`src/rtl/univ_mod_counter.sv`:
```
`default_nettype none
// ============================================================================
// Module      : univ_mod_counter
// Description : Up/down counter with a programmable step over the range
//               [0, lim]. Each step wraps modulo lim+1 or saturates, and a
//               registered terminal-count pulse marks boundary crossings.
//               Define UNIV_CNT_STICKY_OVF_EN to build the sticky ovf flag.
// Revision    : 1.0 - initial release
// ============================================================================
module univ_mod_counter #(
    parameter int WIDTH  = 8,
    parameter int STEP_W = 4
) (
    input  logic              clk,
    input  logic              reset,
    input  logic              syn_clr,
    input  logic              load,
    input  logic              en,
    input  logic              up,
    input  logic              sat,
    input  logic [STEP_W-1:0] step,
    input  logic [WIDTH-1:0]  lim,
    input  logic [WIDTH-1:0]  d,
    output logic [WIDTH-1:0]  q,
    output logic              max,
    output logic              min,
    output logic              tc,
    output logic              ovf
);

    localparam int c_XW = WIDTH + 1;

    logic [WIDTH-1:0] r_q;
    logic             r_tc;

    logic [c_XW-1:0]  w_q_x;
    logic [c_XW-1:0]  w_lim_x;
    logic [c_XW-1:0]  w_lim_p1;
    logic [c_XW-1:0]  w_step_x;
    logic [c_XW-1:0]  w_s;
    logic [c_XW-1:0]  w_sum;
    logic [WIDTH-1:0] w_q_nxt;
    logic             w_tc_nxt;
    logic             w_count;
    logic [WIDTH-1:0] w_load_val;

    // Extended operands: q+s and q+lim+1 both fit in WIDTH+1 bits.
    assign w_q_x    = {1'b0, r_q};
    assign w_lim_x  = {1'b0, lim};
    assign w_lim_p1 = w_lim_x + c_XW'(1);
    assign w_step_x = {{(c_XW-STEP_W){1'b0}}, step};
    assign w_s      = (w_step_x > w_lim_p1) ? w_lim_p1 : w_step_x;
    assign w_sum    = w_q_x + w_s;

    assign w_count    = en && (step != '0);
    assign w_load_val = (d > lim) ? lim : d;

    always_comb begin
        w_q_nxt  = r_q;
        w_tc_nxt = 1'b0;
        if (w_q_x > w_lim_x) begin
            // lim was lowered below q: snap to the bound in the count direction
            w_q_nxt  = up ? '0 : lim;
            w_tc_nxt = 1'b1;
        end else if (up) begin
            if (w_sum <= w_lim_x) begin
                w_q_nxt = WIDTH'(w_sum);
            end else begin
                w_tc_nxt = 1'b1;
                w_q_nxt  = sat ? lim : WIDTH'(w_sum - w_lim_p1);
            end
        end else begin
            if (w_q_x >= w_s) begin
                w_q_nxt = WIDTH'(w_q_x - w_s);
            end else begin
                w_tc_nxt = 1'b1;
                w_q_nxt  = sat ? '0 : WIDTH'(w_q_x + w_lim_p1 - w_s);
            end
        end
    end

    always_ff @(posedge clk) begin
        if (reset) begin
            r_q  <= '0;
            r_tc <= 1'b0;
        end else if (syn_clr) begin
            r_q  <= '0;
            r_tc <= 1'b0;
        end else if (load) begin
            r_q  <= w_load_val;
            r_tc <= 1'b0;
        end else if (w_count) begin
            r_q  <= w_q_nxt;
            r_tc <= w_tc_nxt;
        end else begin
            r_tc <= 1'b0;
        end
    end

`ifdef UNIV_CNT_STICKY_OVF_EN
    logic r_ovf;

    // syn_clr together with load is the explicit flag-clear command.
    always_ff @(posedge clk) begin
        if (reset) begin
            r_ovf <= 1'b0;
        end else if (syn_clr && load) begin
            r_ovf <= 1'b0;
        end else if (!syn_clr && !load && w_count && w_tc_nxt) begin
            r_ovf <= 1'b1;
        end
    end

    assign ovf = r_ovf;
`else
    assign ovf = 1'b0;
`endif

    assign q   = r_q;
    assign tc  = r_tc;
    assign max = (r_q == lim);
    assign min = (r_q == '0);

endmodule
`default_nettype wire

```
`config.mk`:
```
export PLATFORM = sky130hd
export DESIGN_NAME = univ_mod_counter
export DESIGN_NICKNAME = d
export VERILOG_FILES = /design/src/rtl/univ_mod_counter.sv
export SDC_FILE = /design/constraint.sdc
export NUM_CORES = 1
export LEC_CHECK = 0
export BUFFER_PORTS_ARGS = -buffer_cell sky130_fd_sc_hd__buf_4
export CORE_UTILIZATION = 37
export CTS_CLUSTER_SIZE = 16
export DETAILED_ROUTE_END_ITERATION = 10
export GPL_TIMING_DRIVEN = 0
export REMOVE_ABC_BUFFERS = 1
export SLEW_MARGIN = 20
export SYNTH_ARGS = -nofsm -noshare
export SYNTH_HDL_FRONTEND = slang
export SYNTH_SLANG_ARGS = --single-unit
```
`constraint.sdc`:
```
create_clock -name clk -period 8.5 [get_ports clk]
set_input_delay 2.125 -clock clk [delete_from_list [all_inputs] [get_ports clk]]
set_output_delay 2.125 -clock clk [all_outputs]
set_load 0.1 [all_outputs]
```
==> qor.log <==
qor: outcome.run_status completed
qor: timing.fin_tns_setup 0 ns
qor: critical_path.worstReg2RegEnd q[0]
qor: die.chip_width 97.3 um
qor: clocking.cts_sinks 9
qor: hold_path.min_from q[6]
qor: critical_path.rr_worst_depth 14
qor: pwr.vdd.ir_drop.worst 0.0000674 V
qor: route.dr.first_iter.drc_count 127
qor: clocking.worstSkewPairLatency 0.23 ns
qor: global_route.globalRouteTotalUtil 21.2%
qor: pwr.power-per-cell-area 138 nW/um^2
qor: clocking.cts-buffers-inserted 3
qor: hold_path.min-delay-path-class register to register
qor: yosys.yosysSeqAreaShare 5.36%
qor: global_route.grt_start_max_net_pins 18
qor: timing.worst_slew_pin_slew 0.721 ns
qor: yosys.post_synth_inst_count 444
qor: die.core_area 8760 um^2
qor: yosys.netlist_top_cells_area sky130_fd_sc_hd__ha_1 (20%), sky130_fd_sc_hd__a21oi_1 (6.8%), sky130_fd_sc_hd__fa_1 (6.0%), sky130_fd_sc_hd__dfxtp_1 (5.4%), sky130_fd_sc_hd__xnor2_1 (4.4%)
qor: layout.final_nets 576
qor: critical_path.worst_setup_path_startpoint lim[0]
qor: route.wirelength 10100 um
qor: critical_path.worst_endpoint_required_time 8.68 ns
qor: pwr.p_int 0.247 mW
qor: route.route.detailed.drc 0
qor: critical_path.setup_slack_of_the_most_critical_reg_to_reg_path 4.16 ns
qor: die.die_h 97.3 um
qor: timing.rsz0062_at_grt false
qor: yosys.synth-edff-count 0
qor: clocking.cts_htree_levels 1
qor: timing.fmaxAchievable 0.124 GHz
qor: critical_path.startpoint_type_of_the_worst_setup_path input port
qor: yosys.post-synth-top-area-fraction 20.5%
qor: critical_path.cp.buffers_inverters 4
qor: global_route.grt_overflow_total 0
qor: clocking.cts.reportedPaths.clkPinSlew 0.05 ns
qor: critical_path.end_kind register
qor: pwr.power.share.combinational 80.3%
qor: pwr.p_switching 0.282 mW
qor: yosys.synthTopCellsByCount sky130_fd_sc_hd__ha_1 (55), sky130_fd_sc_hd__a21oi_1 (46), sky130_fd_sc_hd__nor2_1 (38)
qor: timing.setup_viol 0
qor: timing.final_period_minus_worst_setup_slack 8.07 ns
qor: route.route.vias.total 3312
qor: global_route.grt_pass1_wl 16000 um
qor: placed_design.dpl-instance-area 3760 um^2
qor: timing.number_of_endpoints_with_negative_hold_slack_in_the_final_report 0
qor: yosys.yosys_most_used_dff sky130_fd_sc_hd__dfxtp_1
qor: critical_path.critical_path_depth 25
qor: pwr.p_leak 1.77 nW
qor: route.final_antenna_net_count 0
qor: timing.slew-limit-headroom 52.0%
qor: global_route.vias_in_the_first_global_route 3225
qor: timing.setup_ws 0.426 ns
qor: timing.period_share 95.0%
qor: layout.drive_gt1_share 14.7%
qor: yosys.syn_area_per_cell 7.57 um^2
qor: placed_design.place_congestion 0.883
qor: yosys.synthMostInstantiatedCell sky130_fd_sc_hd__ha_1
qor: clocking.postCtsHoldBufs 0
qor: pwr.power_frac_clock 9.5%
qor: job.number_of_max_cap_violations 0
qor: critical_path.worst_ep_arrival_time 8.25 ns
qor: critical_path.worstReg2RegStart q[0]
qor: route.drt_first_pass_iters 6
qor: yosys.synth_area_leader_cell sky130_fd_sc_hd__ha_1
qor: pwr.power.sequential.fraction 10.2%
qor: critical_path.cp_common_cell sky130_fd_sc_hd__ha_1
qor: timing.clock-skew-final 0.000486 ns
qor: critical_path.critPathKind input port to register
qor: pwr.power.switching_fraction 53.3%
qor: placed_design.dpl_worst_slack -0.282 ns
qor: yosys.yosys.cell_types.count 71
qor: yosys.synthesis.area 3360 um^2
qor: layout.design_area 3830 um^2
qor: yosys.synth-async-reset-ratio 0%
qor: critical_path.worst_path_largest_cell_delay 0.56 ns
qor: die.ios 39
qor: route.routed_via_density 5.60
qor: layout.num_antenna_cells 0
qor: critical_path.critPathTopFamily adder cells
qor: clocking.cts-root-buf sky130_fd_sc_hd__clkbuf_8
qor: route.routedWlPerCell 17.0 um
qor: layout.synthToLayoutAreaGrowth 13.9%
qor: timing.report.final.slew_viol_count 0
qor: die.placement_rows 34
qor: critical_path.critical-path-slowest-cell sky130_fd_sc_hd__or4b_1
qor: timing.worst_hold_margin 0.726 ns
qor: yosys.synth-warning-count 0
qor: critical_path.cp_max_fo 11
qor: die.floorplan.initialDensity 38.4%
qor: layout.final_util 43.7%
qor: placed_design.detailedPlacementHpwl 8370 um
qor: clocking.tritoncts done
qor: clocking.cts_buffer_depth 2
qor: global_route.number_of_antenna_violations_at_the_first_check_in_global_routing 0
qor: placed_design.port_buffers 37
qor: die.die_area 9470 um^2
qor: critical_path.critPathCapture q[0]
qor: yosys.register_bit_count_reported_by_yosys 9
## power by group through the flow
stage          clock [mW]  sequential (mW)  combinational, mW
2_1_floorplan           0           0.0741              0.291
4_1_cts            0.0511           0.0542              0.419
6_report           0.0502           0.0540              0.425
5_1_grt            0.0520           0.0550              0.466
3_3_place_gp            0           0.0550              0.404
3_5_place_dp            0           0.0551              0.411
## routing by layer
metal,global-route usage [%],vias up,wire (um)
met3,1.65,15,359
met2,36.9,80,4810
met5,0,-,0
li1,-,1679,-
met1,27.7,1538,4680
met4,6.33,0,225
## through the flow
stage | instances | total power [mW]
finish | 591 | 0.530
global route | 591 | 0.573
CTS | 591 | 0.524
detailed placement | 585 | 0.466
global placement | 583 | 0.459
floorplan | 438 | 0.365
## flip-flops by register name, indices dropped and copies added (netlist names)
| name | flops |
|---|---|
| q | 8 |
| tc | 1 |
## repair_timing
item,4_1_cts,5_1_grt
resized for setup,0,3
setup endpoints to repair,1,3
buffers inserted,2,0
pin swaps,1,0
## layout make-up
| type | count | area [um^2] |
|---|---|---|
| Inverter | 39 | 146 |
| Timing Repair Buffer | 41 | 309 |
| Sequential cell | 9 | 180 |
| Multi-Input combinational cell | 390 | 3010 |
| Fill cell | 934 | 4930 |
| Tap cell | 108 | 135 |
| Clock buffer | 4 | 45.0 |
## worst reg2reg max path, delay by kind of cell, from the launching register on
kind / cells / cell delay (ns)
compound gates: 5 / 1.34
fa+ha+maj: 3 / 0.99
buf+inv: 2 / 0.28
flops: 1 / 0.50
mux: 1 / 0.33
simple gates: 3 / 0.86
## cell usage in the layout (no fill, tap or decap), types with 8 or more instances in the layout
cell type / instances
sky130_fd_sc_hd__a21o_1: 8
sky130_fd_sc_hd__xnor2_1: 17
sky130_fd_sc_hd__nand2_1: 29
sky130_fd_sc_hd__o21ai_0: 20
sky130_fd_sc_hd__fa_1: 10
sky130_fd_sc_hd__dfxtp_1: 9
sky130_fd_sc_hd__inv_1: 36
sky130_fd_sc_hd__nor3_1: 8
sky130_fd_sc_hd__conb_1: 12
sky130_fd_sc_hd__o211ai_1: 9
sky130_fd_sc_hd__buf_4: 39
sky130_fd_sc_hd__ha_1: 55
sky130_fd_sc_hd__nor2_1: 37
sky130_fd_sc_hd__a21oi_1: 46
sky130_fd_sc_hd__xor2_1: 8
sky130_fd_sc_hd__nand3_1: 12
## worst min path at each step
stage	endpoint	depth (start not counted)
floorplan	q[6]	4
global placement	q[6]	4
detailed placement	q[6]	4
CTS	q[6]	4
global route	q[6]	4
finish	q[6]	4
## cells by family after synthesis
group / Yosys count / share of synthesized area [%]
simple gates: 136 / 20.7
compound gates: 137 / 28.2
xor+xnor: 29 / 9.01
buf+inv: 55 / 6.81
fa+ha+maj: 68 / 27.3
flops: 9 / 5.36
mux: 8 / 2.46
other cells: 2 / 0.223
No activity file was read; power rests on OpenSTA's default activity.
